### config.mk
export PLATFORM = sky130hd
export DESIGN_NAME = tiny_dnn_dst_serializer_flat
export DESIGN_NICKNAME = d
export VERILOG_FILES = /design/src/rtl/tiny_dnn_dst_serializer_if.sv /design/src/rtl/tiny_dnn_dst_serializer.sv /design/src/flat_wrapper.sv
export SDC_FILE = /design/constraint.sdc
export NUM_CORES = 2
export LEC_CHECK = 0
export BUFFER_PORTS_ARGS = -buffer_cell sky130_fd_sc_hd__buf_2
export CAP_MARGIN = 20
export CORE_AREA = 4 4 636 323
export DETAILED_ROUTE_END_ITERATION = 16
export DIE_AREA = 0 0 640 327
export PLACE_DENSITY = 0.67
export SLEW_MARGIN = 20
export SYNTH_ARGS = -nofsm -noshare
export SYNTH_HDL_FRONTEND = slang
export SYNTH_SLANG_ARGS = --single-unit
### constraint.sdc
create_clock -name clk -period 46.5 [get_ports clk]
set_input_delay 9.3 -clock clk [delete_from_list [all_inputs] [get_ports clk]]
set_output_delay 9.3 -clock clk [all_outputs]
set_load 0.05 [all_outputs]
### src/rtl/tiny_dnn_dst_serializer_if.sv
// Stream bundle between the two-lane result port, the serializer and the one-lane consumer.
// Real values travel as their IEEE-754 binary64 bit pattern ($realtobits / $bitstoreal).
interface tiny_dnn_dst_serializer_if;
  logic        dst_valid;
  logic [63:0] dst_data0;
  logic [63:0] dst_data1;
  logic [15:0] dst_ptr0;
  logic [15:0] dst_ptr1;
  logic        dst_last;
  logic        odd;
  logic        dst_ready;

  logic        m_valid;
  logic [63:0] m_data;
  logic [15:0] m_ptr;
  logic        m_last;
  logic        m_ready;

  // Serializer view.
  modport slave (
    input  dst_valid, dst_data0, dst_data1, dst_ptr0, dst_ptr1, dst_last, odd, m_ready,
    output dst_ready, m_valid, m_data, m_ptr, m_last
  );

  // Environment view: upstream producer plus downstream consumer.
  modport master (
    output dst_valid, dst_data0, dst_data1, dst_ptr0, dst_ptr1, dst_last, odd, m_ready,
    input  dst_ready, m_valid, m_data, m_ptr, m_last
  );
endinterface

### src/rtl/tiny_dnn_dst_serializer.sv
// Two-lane to one-lane serializer: buffers result beats in a first-word fall-through FIFO
// and emits lane 0 then lane 1 of each beat, skipping lane 1 of an odd final beat.
module tiny_dnn_dst_serializer #(
  parameter int unsigned DEPTH = 16
) (
  input  logic                            clk,
  input  logic                            rst,
  tiny_dnn_dst_serializer_if.slave        bus,
  output logic [$clog2(DEPTH):0]          count
);
  localparam int unsigned AW = $clog2(DEPTH);
  localparam int unsigned CW = AW + 1;
  localparam logic [CW-1:0] FullCount = CW'(DEPTH);

  typedef struct packed {
    logic [63:0] data0;
    logic [63:0] data1;
    logic [15:0] ptr0;
    logic [15:0] ptr1;
    logic        last;
    logic        single;
  } entry_t;

  entry_t        r_mem [DEPTH];
  logic [AW-1:0] r_wr_ptr;
  logic [AW-1:0] r_rd_ptr;
  logic [CW-1:0] r_count;
  logic          r_lane;

  entry_t        w_head;
  logic          w_ready;
  logic          w_valid;
  logic          w_push;
  logic          w_accept;
  logic          w_pop;
  logic [CW-1:0] w_count_d;
  logic          w_lane_d;

  // Full-ness comes from the registered count only, so a same-cycle pop never frees a slot.
  always_comb begin
    w_ready  = ~rst & (r_count != FullCount);
    w_push   = bus.dst_valid & w_ready;
    w_valid  = (r_count != '0);
    w_head   = r_mem[r_rd_ptr];
    w_accept = w_valid & bus.m_ready;
    w_pop    = w_accept & (r_lane | w_head.single);
  end

  always_comb begin
    bus.dst_ready = w_ready;
    bus.m_valid   = w_valid;
    bus.m_data    = '0;
    bus.m_ptr     = '0;
    bus.m_last    = 1'b0;
    if (w_valid) begin
      bus.m_data = r_lane ? w_head.data1 : w_head.data0;
      bus.m_ptr  = r_lane ? w_head.ptr1 : w_head.ptr0;
      bus.m_last = w_head.last & (r_lane | w_head.single);
    end
  end

  always_comb begin
    w_count_d = r_count;
    unique case ({w_push, w_pop})
      2'b10:   w_count_d = r_count + CW'(1);
      2'b01:   w_count_d = r_count - CW'(1);
      default: w_count_d = r_count;
    endcase
    w_lane_d = r_lane;
    if (w_accept) begin
      w_lane_d = ~w_pop;
    end
  end

  // Storage needs no reset: entries are only visible through count.
  always_ff @(posedge clk) begin
    if (w_push) begin
      r_mem[r_wr_ptr] <= '{
        data0:  bus.dst_data0,
        data1:  bus.dst_data1,
        ptr0:   bus.dst_ptr0,
        ptr1:   bus.dst_ptr1,
        last:   bus.dst_last,
        single: bus.dst_last & bus.odd
      };
    end
  end

  always_ff @(posedge clk) begin
    if (rst) begin
      r_wr_ptr <= '0;
      r_rd_ptr <= '0;
      r_count  <= '0;
      r_lane   <= 1'b0;
    end else begin
      if (w_push) begin
        r_wr_ptr <= r_wr_ptr + AW'(1);
      end
      if (w_pop) begin
        r_rd_ptr <= r_rd_ptr + AW'(1);
      end
      r_count <= w_count_d;
      r_lane  <= w_lane_d;
    end
  end

  assign count = r_count;

endmodule

### src/flat_wrapper.sv
// flat-port wrapper written by rule: the top's interface ports become plain ports
module tiny_dnn_dst_serializer_flat 
#(
  parameter int unsigned DEPTH = 16
)
  (clk, rst, count, bus_dst_valid, bus_dst_data0, bus_dst_data1, bus_dst_ptr0, bus_dst_ptr1, bus_dst_last, bus_odd, bus_m_ready, bus_dst_ready, bus_m_valid, bus_m_data, bus_m_ptr, bus_m_last);
  tiny_dnn_dst_serializer_if bus_i ();
  input  logic clk;
  input  logic rst;
  output logic [$clog2(DEPTH):0] count;
  input wire logic [$bits(bus_i.dst_valid)-1:0] bus_dst_valid;
  input wire logic [$bits(bus_i.dst_data0)-1:0] bus_dst_data0;
  input wire logic [$bits(bus_i.dst_data1)-1:0] bus_dst_data1;
  input wire logic [$bits(bus_i.dst_ptr0)-1:0] bus_dst_ptr0;
  input wire logic [$bits(bus_i.dst_ptr1)-1:0] bus_dst_ptr1;
  input wire logic [$bits(bus_i.dst_last)-1:0] bus_dst_last;
  input wire logic [$bits(bus_i.odd)-1:0] bus_odd;
  input wire logic [$bits(bus_i.m_ready)-1:0] bus_m_ready;
  output wire logic [$bits(bus_i.dst_ready)-1:0] bus_dst_ready;
  output wire logic [$bits(bus_i.m_valid)-1:0] bus_m_valid;
  output wire logic [$bits(bus_i.m_data)-1:0] bus_m_data;
  output wire logic [$bits(bus_i.m_ptr)-1:0] bus_m_ptr;
  output wire logic [$bits(bus_i.m_last)-1:0] bus_m_last;
  assign bus_i.dst_valid = bus_dst_valid;
  assign bus_i.dst_data0 = bus_dst_data0;
  assign bus_i.dst_data1 = bus_dst_data1;
  assign bus_i.dst_ptr0 = bus_dst_ptr0;
  assign bus_i.dst_ptr1 = bus_dst_ptr1;
  assign bus_i.dst_last = bus_dst_last;
  assign bus_i.odd = bus_odd;
  assign bus_i.m_ready = bus_m_ready;
  assign bus_dst_ready = bus_i.dst_ready;
  assign bus_m_valid = bus_i.m_valid;
  assign bus_m_data = bus_i.m_data;
  assign bus_m_ptr = bus_i.m_ptr;
  assign bus_m_last = bus_i.m_last;
  tiny_dnn_dst_serializer #(.DEPTH(DEPTH)) u_core (.clk(clk), .rst(rst), .bus(bus_i), .count(count));
endmodule
### Word-level counts from Yosys, hierarchy flattened

Memory sizes are Yosys's and may differ from the RTL's. A register that Yosys moved wholly into a read port is not among the register bits.
Cells that the tools add are included.

* register bits after elaboration: 14
* bits in latches: 0
* memory bits (writable): 2592
* bits in read-only memories: 0
* input bits: 166
* output and inout port bits: 88
* word-level logic and storage cells: 33
* memories kept: 1

* add/sub/neg operators: 4
* $mul: 0
* div/mod/pow operators: 0
* order comparisons: 0
* eq/ne operators: 3
* shift operators: 0
* mux-type cells: 10
* bitwise operators: 9
* reductions and logical operators: 2

Memory list
* u_core.r_mem: words 16, width 162, rd ports 1, clocked after memory_dff 1, wr ports 1, line tiny_dnn_dst_serializer.sv:24 `entry_t r_mem [DEPTH];`

Operators by type and width (count)
* 2-to-1 mux 64 bit: 2
* 2-to-1 mux 16 bit: 2
* case mux 5 bit (2 select lines): 1
* adder 4 x 1 -> 4 bit (second input constant): 2
* 2-to-1 mux 4 bit: 2
* AND 1 bit: 6
* adder 5 x 1 -> 5 bit (second input constant): 1
* inequality test 5 bit (second input constant): 1
* nonzero test 5 bit: 1
* subtractor 5 x 1 -> 5 bit (second input constant): 1
* 2-to-1 mux 1 bit: 3
* == test 2 x 1 -> 1 bit (second input constant): 1
* == test 2 bit (second input constant): 1
* NOT 1 bit: 2
* nonzero test 2 bit: 1
* OR 1 bit: 1

### Logic depth before layout (Yosys ltp)

* word-level depth: 5
* gate-level depth with buffers: 15
* gate-level depth less buffers: 12

### Worst setup path before layout

Ideal clock, no wire load.

* kind: in2reg
* start point: input port bus_dst_valid
* end point: memory u_core.r_mem[3][0] (netlist name) (enable)
* setup time: 883 ps
* arrival: 20923 ps
* path slack: 24694 ps
* stages on the path: 4
* path buffers: 0
* cell sequence: inv_1 -> a211oi_2 -> nand2_1 -> nor3_1

* longest elaborated chain between the ends: 3

Ends and longest elaborated chain
* from (decl): line flat_wrapper.sv:11 `input wire logic [$bits(bus_i.dst_valid)-1:0] bus_dst_valid;`
* AND 1 bit: line tiny_dnn_dst_serializer.sv:42 `w_push = bus.dst_valid & w_ready;`
* 2-to-1 mux 1 bit: line tiny_dnn_dst_serializer.sv:77 `if (w_push) begin`
* 2-to-1 mux 1 bit (not written as such): line tiny_dnn_dst_serializer.sv:78 `r_mem[r_wr_ptr] <= '{`
* to (decl): line tiny_dnn_dst_serializer.sv:24

Every way passes these cells.

### Worst setup path in the final report

* start point: input port rst
* end point: output port bus_dst_ready

* longest elaborated chain between the ends: 2

Ends and longest elaborated chain
* from (decl): line flat_wrapper.sv:9 `input logic rst;`
* NOT 1 bit: line tiny_dnn_dst_serializer.sv:41 `w_ready = ~rst & (r_count != FullCount);`
* AND 1 bit: line tiny_dnn_dst_serializer.sv:41
* to (decl): line flat_wrapper.sv:19 `output wire logic [$bits(bus_i.dst_ready)-1:0] bus_dst_ready;`

Every way passes these cells.

==> results.md <==
- R2R setup slack: 41160 ps
- NetSw: ~1.1 mW
- Avg WL per Cell: approximately 31 um
- Crit path time final: 19290 ps
- Tcrit/Tclk final: 41.5%
- Chip Width: approximately 640 um
- Mapped Area: 0.0995 mm^2
- Clk_lat worst skew: roughly 830 ps
- Vias in the first global route: about 46000
- Antenna viol nets, final: 0
- DR DRC count: 0
- DP Area: about 0.10 mm^2
- Die Ht: 327 um
- DR vias/cell: 6.17
- Critical Path AT: between 9000 and 10000 ps
- Post-Synthesis Cells: 4075
- Final Cell Area: 0.111 mm^2
- Critical Path RT: around 37000 ps
- Port bufs: between 200 and 300
- TritonCTS buffer count: roughly 220
- VDD IR-drop max: approximately 0.044 mV
- Synthesized flop and latch total: ~2600
- Worst-path clk slew: 60 ps
- CP cell instances: buf_2 -> a21oi_1 -> buf_2
- Flop pwr share: a little over half
- Clock tree from TritonCTS: done
- Status: finished, final reports clean
- Combinational share of power: a little over 9%
- Layout cell share with drive strength beyond 1: roughly a third
- First-pass GRT wire length: 331 mm
- CP endpoint kind: output port
- Critical Path Source Type: input pin
- Critical path class: input pin to output port
- Nets: around 4600
- Post-Route WL: 229 mm
- I/O pins: around 250
- Core ar.: between 0.15 and 0.2 mm^2
- H-Tree Depth: 4
- Post-synth top flop: edfxtp_1
- Commonest non-fill, non-tap cells in the layout: 2592 x edfxtp_1, 767 x mux4_2, 253 x buf_2, 232 x clkbuf_16, 115 x clkinv_1
- Antenna violations before repair: 63
- Leak pwr: between 30 and 40 nW
- CP max stage delay: roughly 290 ps
- Area Overhead vs Synth: 11.6%
- Critical-path top delay cell: buf_2
- Max transition margin: between 20% and 30%
- CP top delay family: buffers and inverters
- Row Count: around 120
- Cts hold-fix bufs: 0
- Initial Utilization: about 50%
- Max-cap violation count: 0
- Iter 0 DRT Violations: ~5000
- Ys Warns: 0
- Sink Count: ~2600
- RSZ-0062 raised after global routing: no
- Routability congestion estimate: roughly 0.75
- Final setup fails: 0
- Post-DP HPWL: between 100 and 150 mm
- Power share of the clock group: ~37%
- Power Density: about 44 mW/mm^2
- Async SR Flop Fraction: 0%
- GR Util All Layers: 21.9%
- Commonest non-fill, non-tap cell in the layout: edfxtp_1
- Die area: around 0.21 mm^2
- Postcts setup bufs: 0
- Cell-internal power: 3.76 mW
- Post-synth EDFFs: around 2600
- CTS Buffer Depth: 3
- Skew final: approximately 17 ps
- Crit path max fanout: 21
- Post-synthesis cell type count: between 40 and 50
- Post-route setup TNS: 0 ps
- Routed vias: approximately 45000
- Grt total ovfl: 0
- Placed insts: about 6900
- Hold Path Class: flip-flop to flip-flop
- Slew @ Worst Pin: roughly 1100 ps
- Fmax: just over 50 MHz
- Worst Path Buf+Inv: 2
- Final std cells w/o fill: around 7300
- Avg Cell Area, Syn: between 20 and 25 um^2
- Final Hold Viols: 0
- Initial DRT Pass Iterations: 5
- Most used cell, CP: buf_2
- Sequential fraction of the synthesis area: 78.6%
- Largest net degree at the start of global routing: 149
- Sw frac: 22.6%
- Syn nets: 4249
- Pins Over Slew Limit: 0
- CTS Root Cell: clkbuf_16
- Cts repair resizes: 0
path summary, 6_finish.rpt:
check                startpoint  cells past startpoint               endpoint
min          u_core.r_rd_ptr[1]                      2              flip-flop
max reg2reg     u_core.count[1]                      7  u_core.r_mem[12][145]
min reg2reg  u_core.r_rd_ptr[1]                      2              flip-flop
max                         rst                      3          bus_dst_ready
kinds of logic (layout without fill, tap and decap cells):
group,Yosys count,after routing,synth area share [%]
compound gates,146,146,0.887
xor+xnor,7,7,0.0616
fa+ha+maj,8,8,0.101
buf+inv,340,878,1.55
flops,2610,2610,78.6
mux,856,856,18.3
other cells,0,18,0
simple gates,108,108,0.501
power groups by stage:
stage	combinational (mW)	clock [mW]	sequential, mW
2_1_floorplan	0.311	0	2.67
3_3_place_gp	0.441	0	2.66
3_5_place_dp	0.448	0	2.66
4_1_cts	0.449	1.83	2.61
5_1_grt	0.468	1.94	2.61
6_report	0.441	1.80	2.61
synthesized netlist by cell type, drive strengths merged (3+ instances only):
library cell,count,area [um^2]
clkbuf,81,305
inv,70,263
nor3,5,25.0
nand3,3,15.0
edfxtp,2592,77800
mux2,42,473
nor2,59,221
mux4,767,17300
ha,8,100
clkinv,56,210
xor2,5,43.8
o21ai,5,25.0
nand2,12,45.0
nand2b,8,50.1
o22ai,80,500
dfxtp,18,360
mux2i,47,470
nor2b,4,25.0
buf,133,759
a21oi,49,249
and2,3,18.8
routing by layer:
layer  global-route usage, %  routed length (um)  vias up  share of wire (%)
met2                    35.5              114000     1867                 50
met1                    31.4               93100    24500                 41
met5                       0                  72        -              0.032
met3                    4.03               17000      368                7.4
li1                        -                   -    18200                  -
met4                    5.16                4760       12                2.1
per-stage QoR:
step                      total power, mW  worst slack [ps]  util (%)  hold slack (ps)
after floorplan                      2.98             24690         -              468
after global placement               3.10             27220      52.2              505
after detailed placement             3.11             27220      52.2              535
after CTS                            4.89             27220      55.7              552
after global routing                 5.02             27160      55.7              561
final                                4.85             27210      55.7              554
flip-flops by register name (all words and copies together) (netlist names), named ones only:
signal	flops
u_core.r_rd_ptr	4
u_core.count	5
u_core.r_lane	1
u_core.r_mem	2592
u_core.r_wr_ptr	4
worst reg2reg max path: stages, from the launching register on:
cell      delay (ps)
dfxtp_1          500
nor4_1           140
a211oi_2         580
nand2_1          360
nor2_4           880
buf_4            730
buf_4            840
buf_4            890
area by class of cell:
cell class / instances / area (um^2)
diodes: 18 / 45.0
clock buffers: 282 / 6020
clock inverters: 133 / 975
fillers: 14300 / 88300
inverters: 126 / 480
multi-input cells: 1125 / 19900
flip-flops and latches: 2610 / 78200
well taps: 2655 / 3320
repair buffers: 337 / 2080
(Power assumes the default switching activity.)
